**src/rtl/multicycle_control.sv**
```systemverilog
// multicycle_control
//   Main control FSM for a multi-cycle RV64 subset core (ld, sd, beq,
//   add/sub/and/or, addi/ori). Sequences the shared PC/IR/regfile/ALU/memory
//   datapath one instruction at a time. Outputs are Moore-decoded from the
//   state. pc_write, ir_write and instr_retired in memory states are also
//   qualified by mem_ready.
// Ports
//   clk, rst_n        : rising-edge clock, asynchronous active-low reset
//   opcode            : IR[6:0], valid from DECODE onward
//   mem_ready         : memory completes the current access this cycle
//   pc_write/_cond    : unconditional / zero-qualified PC load
//   pc_source         : 0 = ALU result, 1 = ALUOut
//   ir_write, i_or_d  : IR load, memory address select (0 = PC, 1 = ALUOut)
//   mem_read/write    : memory strobes
//   reg_write         : register file write enable
//   mem_to_reg        : writeback select (0 = ALUOut, 1 = MDR)
//   alu_src_a/_b      : ALU operand selects
//   alu_op            : 00 add, 01 sub, 10 R-type, 11 I-type
//   instr_retired     : one pulse on the last cycle of each instruction
//   illegal_instr     : sticky illegal-opcode trap flag
//   bus_err           : sticky memory-timeout trap flag
//   state_o           : current state encoding (debug)
module multicycle_control #(
  parameter int unsigned MEM_TIMEOUT = 15,
  parameter int unsigned CNT_W       = 4
) (
  input  logic       clk,
  input  logic       rst_n,
  input  logic [6:0] opcode,
  input  logic       mem_ready,
  output logic       pc_write,
  output logic       pc_write_cond,
  output logic       pc_source,
  output logic       ir_write,
  output logic       i_or_d,
  output logic       mem_read,
  output logic       mem_write,
  output logic       reg_write,
  output logic       mem_to_reg,
  output logic       alu_src_a,
  output logic [1:0] alu_src_b,
  output logic [1:0] alu_op,
  output logic       instr_retired,
  output logic       illegal_instr,
  output logic       bus_err,
  output logic [3:0] state_o
);

  typedef enum logic [3:0] {
    S_FETCH    = 4'd0,
    S_DECODE   = 4'd1,
    S_MEM_ADDR = 4'd2,
    S_MEM_RD   = 4'd3,
    S_MEM_WB   = 4'd4,
    S_MEM_WR   = 4'd5,
    S_EXEC_R   = 4'd6,
    S_EXEC_I   = 4'd7,
    S_ALU_WB   = 4'd8,
    S_BRANCH   = 4'd9,
    S_TRAP     = 4'd10
  } state_e;

  localparam logic [6:0]       OP_LD     = 7'b0000011;
  localparam logic [6:0]       OP_SD     = 7'b0100011;
  localparam logic [6:0]       OP_R      = 7'b0110011;
  localparam logic [6:0]       OP_I      = 7'b0010011;
  localparam logic [6:0]       OP_BEQ    = 7'b1100011;
  localparam logic [CNT_W-1:0] CNT_LIMIT = CNT_W'(MEM_TIMEOUT);

  state_e           state_q, state_d;
  logic [CNT_W-1:0] cnt_q, cnt_d;
  logic             illegal_q, illegal_d;
  logic             bus_err_q, bus_err_d;

  logic             mem_state;
  logic             timeout;

  // Decoded outputs before reset gating
  logic       pc_write_c, pc_write_cond_c, pc_source_c, ir_write_c, i_or_d_c;
  logic       mem_read_c, mem_write_c, reg_write_c, mem_to_reg_c, alu_src_a_c;
  logic [1:0] alu_src_b_c, alu_op_c;
  logic       instr_retired_c;

  always_comb begin
    mem_state = (state_q == S_FETCH) || (state_q == S_MEM_RD) || (state_q == S_MEM_WR);
    // Completion wins over the timeout when mem_ready arrives at the limit.
    timeout   = mem_state && !mem_ready && (cnt_q == CNT_LIMIT);

    state_d         = state_q;
    illegal_d       = illegal_q;
    bus_err_d       = bus_err_q;
    pc_write_c      = 1'b0;
    pc_write_cond_c = 1'b0;
    pc_source_c     = 1'b0;
    ir_write_c      = 1'b0;
    i_or_d_c        = 1'b0;
    mem_read_c      = 1'b0;
    mem_write_c     = 1'b0;
    reg_write_c     = 1'b0;
    mem_to_reg_c    = 1'b0;
    alu_src_a_c     = 1'b0;
    alu_src_b_c     = 2'b00;
    alu_op_c        = 2'b00;
    instr_retired_c = 1'b0;

    unique case (state_q)
      S_FETCH: begin
        mem_read_c  = !timeout;
        alu_src_b_c = 2'b01;
        ir_write_c  = mem_ready;
        pc_write_c  = mem_ready;
        if (mem_ready) state_d = S_DECODE;
      end
      S_DECODE: begin
        alu_src_b_c = 2'b11;
        unique case (opcode)
          OP_LD, OP_SD: state_d = S_MEM_ADDR;
          OP_R:         state_d = S_EXEC_R;
          OP_I:         state_d = S_EXEC_I;
          OP_BEQ:       state_d = S_BRANCH;
          default: begin
            state_d   = S_TRAP;
            illegal_d = 1'b1;
          end
        endcase
      end
      S_MEM_ADDR: begin
        alu_src_a_c = 1'b1;
        alu_src_b_c = 2'b10;
        state_d     = (opcode == OP_LD) ? S_MEM_RD : S_MEM_WR;
      end
      S_MEM_RD: begin
        mem_read_c = !timeout;
        i_or_d_c   = 1'b1;
        if (mem_ready) state_d = S_MEM_WB;
      end
      S_MEM_WB: begin
        reg_write_c     = 1'b1;
        mem_to_reg_c    = 1'b1;
        instr_retired_c = 1'b1;
        state_d         = S_FETCH;
      end
      S_MEM_WR: begin
        mem_write_c     = !timeout;
        i_or_d_c        = 1'b1;
        instr_retired_c = mem_ready;
        if (mem_ready) state_d = S_FETCH;
      end
      S_EXEC_R: begin
        alu_src_a_c = 1'b1;
        alu_op_c    = 2'b10;
        state_d     = S_ALU_WB;
      end
      S_EXEC_I: begin
        alu_src_a_c = 1'b1;
        alu_src_b_c = 2'b10;
        alu_op_c    = 2'b11;
        state_d     = S_ALU_WB;
      end
      S_ALU_WB: begin
        reg_write_c     = 1'b1;
        instr_retired_c = 1'b1;
        state_d         = S_FETCH;
      end
      S_BRANCH: begin
        alu_src_a_c     = 1'b1;
        alu_op_c        = 2'b01;
        pc_write_cond_c = 1'b1;
        pc_source_c     = 1'b1;
        instr_retired_c = 1'b1;
        state_d         = S_FETCH;
      end
      S_TRAP:  state_d = S_TRAP;
      default: state_d = S_FETCH;
    endcase

    if (timeout) begin
      state_d   = S_TRAP;
      bus_err_d = 1'b1;
    end

    if (state_d != state_q) begin
      cnt_d = '0;
    end else if (mem_state && !mem_ready && (cnt_q != CNT_LIMIT)) begin
      cnt_d = cnt_q + CNT_W'(1);
    end else begin
      cnt_d = cnt_q;
    end
  end

  always_ff @(posedge clk or negedge rst_n) begin
    if (!rst_n) begin
      state_q   <= S_FETCH;
      cnt_q     <= '0;
      illegal_q <= 1'b0;
      bus_err_q <= 1'b0;
    end else begin
      state_q   <= state_d;
      cnt_q     <= cnt_d;
      illegal_q <= illegal_d;
      bus_err_q <= bus_err_d;
    end
  end

  // Asynchronous gating: FETCH decodes to an active mem_read, so outputs
  // must be forced low combinationally while reset is held.
  always_comb begin
    pc_write      = rst_n & pc_write_c;
    pc_write_cond = rst_n & pc_write_cond_c;
    pc_source     = rst_n & pc_source_c;
    ir_write      = rst_n & ir_write_c;
    i_or_d        = rst_n & i_or_d_c;
    mem_read      = rst_n & mem_read_c;
    mem_write     = rst_n & mem_write_c;
    reg_write     = rst_n & reg_write_c;
    mem_to_reg    = rst_n & mem_to_reg_c;
    alu_src_a     = rst_n & alu_src_a_c;
    alu_src_b     = rst_n ? alu_src_b_c : '0;
    alu_op        = rst_n ? alu_op_c : '0;
    instr_retired = rst_n & instr_retired_c;
    illegal_instr = rst_n & illegal_q;
    bus_err       = rst_n & bus_err_q;
    state_o       = rst_n ? state_q : '0;
  end

endmodule

```
**config.mk**
```make
export PLATFORM = sky130hd
export DESIGN_NAME = multicycle_control
export DESIGN_NICKNAME = d
export VERILOG_FILES = /design/src/rtl/multicycle_control.sv
export SDC_FILE = /design/constraint.sdc
export NUM_CORES = 1
export LEC_CHECK = 0
export ABC_AREA = 0
export CORE_MARGIN = 4
export CORE_UTILIZATION = 40
export CTS_CLUSTER_DIAMETER = 30
export DETAILED_ROUTE_END_ITERATION = 10
export GPL_TIMING_DRIVEN = 0
export HOLD_SLACK_MARGIN = 0.02
export PLACE_DENSITY = 0.7
export SYNTH_ARGS = -nofsm -noshare
export SYNTH_HDL_FRONTEND = slang
export SYNTH_SLANG_ARGS = --single-unit
```
**constraint.sdc**
```tcl
create_clock -name clk -period 2.7 [get_ports clk]
set_input_delay 0.54 -clock clk [delete_from_list [all_inputs] [get_ports clk]]
set_output_delay 0.54 -clock clk [all_outputs]
set_load 0.01 [all_outputs]
```
==> qor.txt <==
outcome - finished, final reports clean
row cnt - 17
fin worst setup slack - 101 ps
multi-input combinational cell area - 728 um2
WP data required - 2160 ps
initial core utilization - 43.8%
CP Max Fanout - 10
pre-CTS WS - -991 ps
IO buf count - 30
Die X - 58.4 um
largest net degree at the start of global routing - 13
most common cell in the netlist - nor2_1
CP Buf/Inv Count - 3
Synth Net Count - 140
Synth Flop Type - dfrtp_1
Syn Area/Cell - 7.88 um2
post-route clock period utilization - 96.3%
Via density - 5.85
post-synthesis cell area - 1020 um2
Unique masters post-synth - 45
DR pass1 iterations - 4
RSZ-0062 raised after global routing - no
register area - 250 um2
leading area contributor after synthesis - dfrtp_1
Slew Viols, Final - 0
TritonCTS Buffers - 3
critical path capture point type - output port
Critical Path, Cell by Cell - buf_4, clkbuf_4, nand2b_4, nor3_2, nor3b_2, clkdlybuf4s50_1
synth-to-layout area growth - 42.1%
global-route wire length before repair - 5100 um
Pwr Density - 220 nW/um2
Yosys warning count - 0
Final min period - 2600 ps
Crit path max-delay family - buffers and inverters
FF+latch count, synth - 10
Max VDD drop - 296 uV
CP max stage delay - 570 ps
Worst-Margin Slew - 390 ps
Remaining Overflow, GRT - 0
clock latency on the worst-skew pair - 270 ps
Final Hold Fails - 0
Final Setup Violations - 0
DR iter-0 viols - 29
Post-synth ARST share - 100%
register clock-pin slew on the reported worst setup and hold paths - 60 ps
Final HPWL DP - 2310 um
hold_buf cts - 0
vias in the first global route - 1048
post-route ant nets - 0
CTS tree - done
total stage count of the critical path - 6
antenna fix cells - 0
WP data arrival - 2060 ps
post-layout util - 62.3%
Total Wirelength - 3020 um
synth top area cells - dfrtp_1 25%, nor3_1 4.9%, and2_1 4.3%
Clock Skews - 2.92 ps
Die ar. - 3410 um2
layout cells sized above 1 - 19.6%
number of fill cells - 196
Sink Count - 10
total negative setup slack - 0 ps
area of the core - 2320 um2
Max H-tree Level - 1
Post-synth EDFFs - 0
hold_ws - 139 ps
Placer Congestion - 0.906
Syn Inst Count - 129
CTS root buf - clkbuf_4
synth cell count leaders - 11 x nor2_1, 10 x dfrtp_1, 10 x nor3_1
Seq/Total Area, Yosys - 24.6%
DRC - 0
final net count - 175
Die Y - 58.4 um
Pleak - 0.606 nW
average wire per standard cell - 15.8 um
Max Root-Sink Buffers - 2
Vias - 1117
share of the synthesized area in the top cell type - 24.6%
Setup CP Type - reg -> out
crit path max-delay cell type - clkdlybuf4s50_1
Fmax - 0.385 GHz
Rel. slew slack - 73.9%
initial antenna violation count - 0
max-cap violations - 0
CP Launch Type - flop
I/O Pins - 31
worst r2r path cells - 6
worst hold path type - in -> async
GR Util All Layers - 19.4%
[cell usage in the layout, fill, tap and decap left out, types with 5 or more instances in the layout]
master	count
nor2_1	11
clkbuf_4	5
dfrtp_1	10
buf_4	6
nand2_1	5
clkdlybuf4s50_1	24
nor3_1	8
nand2b_1	5
and2_1	7
a21oi_1	7
[final cells by class]
| cell class | count | area share (%) |
|---|---|---|
| plain buffers | 10 | 5.55 |
| repair buffers | 31 | 20.7 |
| clock buffers | 4 | 2.51 |
| multi-input cells | 104 | 50.4 |
| well taps | 28 | 2.43 |
| inverters | 4 | 1.04 |
| flip-flops and latches | 10 | 17.3 |
[sequential cells by signal (all words and copies together), names as in the netlist]
register,cells
bus_err_q,1
cnt_q,4
illegal_q,1
state_q,4
[final timing paths]
path	to	startpoint	slack, ps
worst max-delay path	ir_write	state_q[1]$_DFF_PN0_	100
worst min-delay path	cnt_q[3]$_DFFE_PN0P_	rst_n	140
worst max register to register	cnt_q[2]$_DFFE_PN0P_	state_q[2]$_DFF_PN0_	340
worst min register to register	bus_err_q$_DFFE_PN0P_	bus_err_q$_DFFE_PN0P_	460
max in group asynchronous	state_q[1]$_DFF_PN0_	rst_n	2350
min in group clk	bus_err_q$_DFFE_PN0P_	bus_err_q$_DFFE_PN0P_	460
[metrics by stage]
stage               area, um2  power, mW  std cells
global placement         1350      0.186        187
global route             1440      0.333        191
finish                   1440      0.318        191
floorplan                1020      0.161        129
CTS                      1450      0.322        192
detailed placement       1350      0.187        187
[layer usage]
| metal | vias to the layer above | track usage, % | share of wire [%] |
|---|---|---|---|
| met5 | - | 0 | 0 |
| met4 | 0 | 4.30 | 0.46 |
| met3 | 4 | 4.82 | 6.0 |
| met2 | 39 | 29.8 | 49 |
| met1 | 534 | 27.2 | 45 |
| li1 | 540 | - | - |
[cells by family (layout without fill, tap and decap cells)]
| group | Yosys count | after routing | share of synthesized area, % |
|---|---|---|---|
| adders and majority gates | 1 | 1 | 1.23 |
| AOI/OAI and AO/OA | 25 | 25 | 16.4 |
| buffers and inverters | 15 | 49 | 7.88 |
| DFF | 10 | 10 | 24.6 |
| muxes | 3 | 3 | 3.08 |
| xor gates and xnor gates | 6 | 6 | 5.17 |
| and+or+nand+nor | 69 | 69 | 41.6 |
[report_power, final]
part	internal, mW	switching (mW)	total [mW]	leakage [nW]
Combinational	0.0186	0.0164	0.0350	0.455
Sequential	0.150	0	0.150	0.129
Clock	0.0819	0.0509	0.133	0.0210
Total	0.250	0.0673	0.318	0.606
[repair_timing]
item	4_1_cts	5_1_grt
endpoints found under the hold margin	0	0
buffers inserted	1	0
pin swaps	2	0
endpoints found under the setup margin	20	4
gates cloned	0	0
resized for setup	25	1
Power figures use the tool's default switching activity.
